`src/rtl/axis_sample_uart_tx.sv`:
```
// AXI-Stream sample to UART 8N1 framer.
// Each accepted 16-bit sample goes out as three bytes: SYNC_BYTE, tdata[15:8], tdata[7:0].
// Every output is registered. The next-state logic computes the values that the
// output registers load at the next edge.
module axis_sample_uart_tx #(
  parameter int unsigned CLK_FREQ_HZ = 50000000,
  parameter int unsigned BAUD        = 115200,
  parameter logic [7:0]  SYNC_BYTE   = 8'hA5
) (
  input  logic        clk,
  input  logic        rst_n,
  input  logic [15:0] s_axis_tdata,
  input  logic        s_axis_tvalid,
  output logic        s_axis_tready,
  output logic        uart_txd,
  output logic        busy,
  output logic        overrun
);

  localparam int unsigned ClksPerBit = CLK_FREQ_HZ / BAUD;
  localparam int unsigned CntW       = (ClksPerBit < 2) ? 1 : $clog2(ClksPerBit);
  localparam logic [CntW-1:0] CntLast = CntW'(ClksPerBit - 1);

  if (ClksPerBit < 2) begin : g_bad_clks_per_bit
    $error("axis_sample_uart_tx: CLK_FREQ_HZ/BAUD must be at least 2");
  end

  typedef enum logic [1:0] {StIdle, StStart, StData, StStop} state_e;

  state_e          state_q, state_d;
  logic [CntW-1:0] clk_cnt_q, clk_cnt_d;
  logic [2:0]      bit_idx_q, bit_idx_d;
  logic [1:0]      byte_idx_q, byte_idx_d;
  logic [15:0]     data_q, data_d;
  logic            txd_q, txd_d;
  logic            tready_q, tready_d;
  logic            busy_q, busy_d;
  logic            overrun_q, overrun_d;
  logic            bit_end;
  logic [7:0]      next_byte;

  assign bit_end = (clk_cnt_q == CntLast);

  // State and datapath registers; reset aborts any frame in flight.
  always_ff @(posedge clk) begin
    if (!rst_n) begin
      state_q    <= StIdle;
      clk_cnt_q  <= '0;
      bit_idx_q  <= '0;
      byte_idx_q <= '0;
      data_q     <= '0;
    end else begin
      state_q    <= state_d;
      clk_cnt_q  <= clk_cnt_d;
      bit_idx_q  <= bit_idx_d;
      byte_idx_q <= byte_idx_d;
      data_q     <= data_d;
    end
  end

  // Next-state logic: bit timing, bit/byte sequencing, and sample acceptance.
  always_comb begin
    state_d    = state_q;
    clk_cnt_d  = clk_cnt_q;
    bit_idx_d  = bit_idx_q;
    byte_idx_d = byte_idx_q;
    data_d     = data_q;
    unique case (state_q)
      StIdle: begin
        if (s_axis_tvalid && tready_q) begin
          state_d    = StStart;
          data_d     = s_axis_tdata;
          byte_idx_d = '0;
          bit_idx_d  = '0;
          clk_cnt_d  = '0;
        end
      end
      StStart: begin
        if (bit_end) begin
          state_d   = StData;
          clk_cnt_d = '0;
          bit_idx_d = '0;
        end else begin
          clk_cnt_d = clk_cnt_q + 1'b1;
        end
      end
      StData: begin
        if (bit_end) begin
          clk_cnt_d = '0;
          if (bit_idx_q == 3'd7) begin
            state_d = StStop;
          end else begin
            bit_idx_d = bit_idx_q + 3'd1;
          end
        end else begin
          clk_cnt_d = clk_cnt_q + 1'b1;
        end
      end
      StStop: begin
        if (bit_end) begin
          clk_cnt_d = '0;
          if (byte_idx_q == 2'd2) begin
            state_d = StIdle;
          end else begin
            state_d    = StStart;
            byte_idx_d = byte_idx_q + 2'd1;
          end
        end else begin
          clk_cnt_d = clk_cnt_q + 1'b1;
        end
      end
      default: state_d = StIdle;
    endcase
  end

  // Output logic: registered outputs follow the state being entered at this edge.
  always_comb begin
    next_byte = SYNC_BYTE;
    unique case (byte_idx_d)
      2'd1:    next_byte = data_d[15:8];
      2'd2:    next_byte = data_d[7:0];
      default: next_byte = SYNC_BYTE;
    endcase
    txd_d = 1'b1;
    unique case (state_d)
      StStart: txd_d = 1'b0;
      StData:  txd_d = next_byte[bit_idx_d];
      default: txd_d = 1'b1;
    endcase
    tready_d  = (state_d == StIdle);
    busy_d    = (state_d != StIdle);
    // A sample offered while not ready is dropped, but it is recorded here.
    overrun_d = overrun_q | (s_axis_tvalid & ~tready_q);
  end

  // Output registers.
  always_ff @(posedge clk) begin
    if (!rst_n) begin
      txd_q     <= 1'b1;
      tready_q  <= 1'b0;
      busy_q    <= 1'b0;
      overrun_q <= 1'b0;
    end else begin
      txd_q     <= txd_d;
      tready_q  <= tready_d;
      busy_q    <= busy_d;
      overrun_q <= overrun_d;
    end
  end

  assign uart_txd      = txd_q;
  assign s_axis_tready = tready_q;
  assign busy          = busy_q;
  assign overrun       = overrun_q;

endmodule

```
`config.mk`:
```
export PLATFORM = sky130hd
export DESIGN_NAME = axis_sample_uart_tx
export DESIGN_NICKNAME = d
export VERILOG_FILES = /design/src/rtl/axis_sample_uart_tx.sv
export SDC_FILE = /design/constraint.sdc
export NUM_CORES = 1
export LEC_CHECK = 0
export ABC_CLOCK_PERIOD_IN_PS = 3800
export CAP_MARGIN = 20
export CORE_MARGIN = 4
export CORE_UTILIZATION = 30
export CTS_BUF_LIST = sky130_fd_sc_hd__clkbuf_16
export DETAILED_ROUTE_END_ITERATION = 16
export RECOVER_POWER = 50
export SETUP_SLACK_MARGIN = 0.15
export SYNTH_ARGS = -nofsm -noshare
export SYNTH_HDL_FRONTEND = slang
export SYNTH_SLANG_ARGS = --single-unit
```
`constraint.sdc`:
```
create_clock -name clk -period 3.8 [get_ports clk]
set_clock_uncertainty 0.15 [all_clocks]
set_input_delay 0.57 -clock clk [delete_from_list [all_inputs] [get_ports clk]]
set_output_delay 0.57 -clock clk [all_outputs]
set_load 0.05 [all_outputs]
```
==> impl_results.md <==
- Outcome: complete, no violations
- Total GRT Usage: 11.72%
- Final Cell Area: 2374 um^2
- Top post-synthesis cells by area: dfxtp_1 38%, mux2i_1 8.4%, ha_1 7.8%
- Ratio of cells with drive above 1 in the final layout: 8.097%
- Yosys top cell area share: 37.62%
- Drt pass-1 iters: 4
- Clock sinks: 36
- TritonCTS Buffers: 5
- Grt total ovfl: 0
- DR DRC count: 0
- Area after DPL: 2240 um^2
- Worst Path Class, Setup: reg -> reg
- Crit path largest cell delay: 0.53 ns
- Setup violators final: 0
- Critical R2R Capture: uart_txd$_SDFF_PN1_
- Leakage: 0.9420 nW
- FF-to-FF path depth: 12
- H-Tree Depth: 2
- Area of the core: 6061 um^2
- HPWL after DPL: 3172 um
- Final wirelength: 4184 um
- WP buf/inv: 1
- Relative slew slack: 24.67%
- TritonCTS clock tree: done
- Largest net degree at the start of global routing: 17
- Syn Area/Cell: 8.828 um^2
- Mux contribution to synthesized area: 8.361%
- Most common cell in the netlist: nor2_1
- Via count: 1,610
- Hold Vio Cnt, Final: 0
- Compound-Gate Fraction of Synth Area: 18.48%
- Cell taking the most area after synthesis: dfxtp_1
- Main combinational cell family by area after synthesis: simple AND/OR/NAND/NOR gates
- Power density cells: 468.4 nW/um^2
- CP Launch Type: flip-flop
- Via/cell ratio: 5.000
- Slowest stage cell, crit path: or4_1
- Crit path time final: 3.082 ns
- Diode count: 0
- IO Port Bufs: 22
- CP Depth: 12
- Post-synth top flop: dfxtp_1
- R2R Setup Slk: 0.72 ns
- Setup tns final: 0 ns
- Post-CTS setup buffer count: 0
- Number of max-slew violations in the final report: 0
- Layout net count: 277
- Fmax achieved: 0.3245 GHz
- Seq/Total Area, Yosys: 37.62%
- Hold_ws: 0.3126 ns
- Crit path capture: uart_txd$_SDFF_PN1_
- RePlAce Congestion: 0.8240
- First DRT Iteration DRCs: 71
- Fillers: 631
- Crit. End Element: flip-flop
- Remaining antenna violation count: 0
- Post-Synth Simple-Gate Area: 21.82%
- Distinct cells, synth: 47
- Crit Reg-Reg Startpoint: clk_cnt_q[0]$_SDFFE_PN0P_
- First-pass GRT wire length: 7100 um
- Die height: 87.91 um
- Synth Register Bits: 36
- Clk root buf: clkbuf_16
- Area share of fa/ha/maj cells after synthesis: 7.838%
- Beginning of the critical path: clk_cnt_q[0]$_SDFFE_PN0P_
- XOR/XNOR Fraction of Synth Area: 2.286%
- Layout area overhead: 23.91%
- Post-synth EDFFs: 0
- Layout Cells excl Fill: 322
- Yosys warns: 0
- Crit path arrival time: 3.09 ns
- Cells along the critical path: ha_1, and4_1, nand2_1, nor2_1, a22oi_1, o2bb2ai_1, inv_1, ha_1, or4_1, o21a_1, o211ai_2, nand3_2
- Min-Delay Path Class: reg -> reg
- RSZ-0062 raised after global routing: false
- Reg clk slew, reported paths: 0.06 ns
- Worst path most repeated cell: ha_1
- Crit path required time: 3.81 ns
- Measured slew at the worst slew-check pin: 1.130 ns
- Critical path's top delay family: simple AND/OR/NAND/NOR gates
- Resized cells post-CTS: 0
- Top cells by count, synth: 39 x nor2_1, 36 x dfxtp_1, 16 x mux2i_1
- Initial antenna violation count: 0
- Total design power: 1.112 mW
- Die Span X: 87.91 um
- Initial Util: 31.61%
- Dpl cells: 314
- Clk_lat worst skew: 0.28 ns
- Wire per inst: 12.99 um
- Syn_nets: 248
- Die Area: 7728 um^2
- Largest fanout on the critical path: 6
- Hold Buf Count CTS: 0
- Vias in the first global route: 1,574
- Cells after synthesis: 217
- Fin crit share: 81.10%
- Synthesized area: 1916 um^2
- Peak supply drop: 0.2222 mV
- Rows: 28
- Async SR Flop Fraction: 0%
- Clock Tree Buf Depth: 2
- Top Ports: 23
- Max-cap viol count: 0
registers in the layout, indices dropped and copies added, names as in the netlist:
register	flops
busy	1
clk_cnt_q	9
bit_idx_q	3
overrun	1
uart_txd	1
byte_idx_q	2
state_q	2
s_axis_tready	1
data_q	16
layout by cell type, fill, tap and decap left out, types with 3 or more instances in the layout:
master	synthesis	layout
clkbuf_16	0	5
a21oi_1	10	10
xor2_1	5	5
inv_1	14	16
nand2_1	14	14
clkdlybuf4s50_1	0	21
mux2i_1	16	16
o22a_1	3	3
nand4_1	5	5
nand3_1	3	3
a22oi_1	3	3
ha_1	12	12
nor2_1	39	39
nor4_1	3	3
o21ai_0	9	9
dfxtp_1	36	36
o22ai_1	4	4
nor3_1	3	3
and2_1	3	3
metal layers:
layer  wire length (um)  GRT usage (%)  vias to the layer above
met5                  0              0                        -
met4                 84          5.439                        0
met3                123          2.446                        6
met2               1893          18.84                       17
met1               2082          15.01                      752
li1                   -              -                      835
per-stage QoR:
stage / setup WS (ns) / utilization [%]
2_1_floorplan: 0.8523 / -
3_3_place_gp: 0.6823 / 36.95
3_5_place_dp: 0.6387 / 36.95
4_1_cts: 0.7180 / 39.29
5_1_grt: 0.4673 / 39.16
6_report: 0.7183 / 39.16
worst min-delay path, stage by stage (launching register included):
cell and delay, ns:
dfxtp_1 0.32, a21oi_1 0.04, nor2_1 0.06
area by class of cell:
type | instances | area, um^2 | share of cell area (%)
inverters | 15 | 56.30 | 2.372
flip-flops and latches | 36 | 720.7 | 30.36
repair buffers | 25 | 235.2 | 9.910
multi-input cells | 163 | 1126 | 47.44
well taps | 75 | 93.84 | 3.954
clock inverters | 3 | 16.27 | 0.6853
clock buffers | 5 | 125.1 | 5.271
logic make-up after synthesis:
kind of cell	after synthesis
xor+xnor	5
buf+inv	18
fa+ha+maj	12
simple gates	84
flops	36
mux	16
compound gates	46
where the power goes:
part           leakage [nW]  internal [mW]  switching, mW  total, mW
clock                0.0764          0.239          0.149      0.388
combinational         0.573          0.114          0.180      0.294
sequential            0.292          0.412         0.0177      0.429
how the worst min path moves through the flow:
stage,from,to,slack (ns),cells past startpoint
finish,overrun$_SDFF_PN0_,overrun$_SDFF_PN0_,0.31,2
detailed placement,overrun$_SDFF_PN0_,overrun$_SDFF_PN0_,0.30,2
global route,data_q[1]$_SDFF_PN0_,data_q[1]$_SDFF_PN0_,0.37,2
floorplan,data_q[8]$_SDFF_PN0_,data_q[8]$_SDFF_PN0_,0.31,2
CTS,overrun$_SDFF_PN0_,overrun$_SDFF_PN0_,0.32,2
global placement,overrun$_SDFF_PN0_,overrun$_SDFF_PN0_,0.30,2
Power figures use the tool's default switching activity.
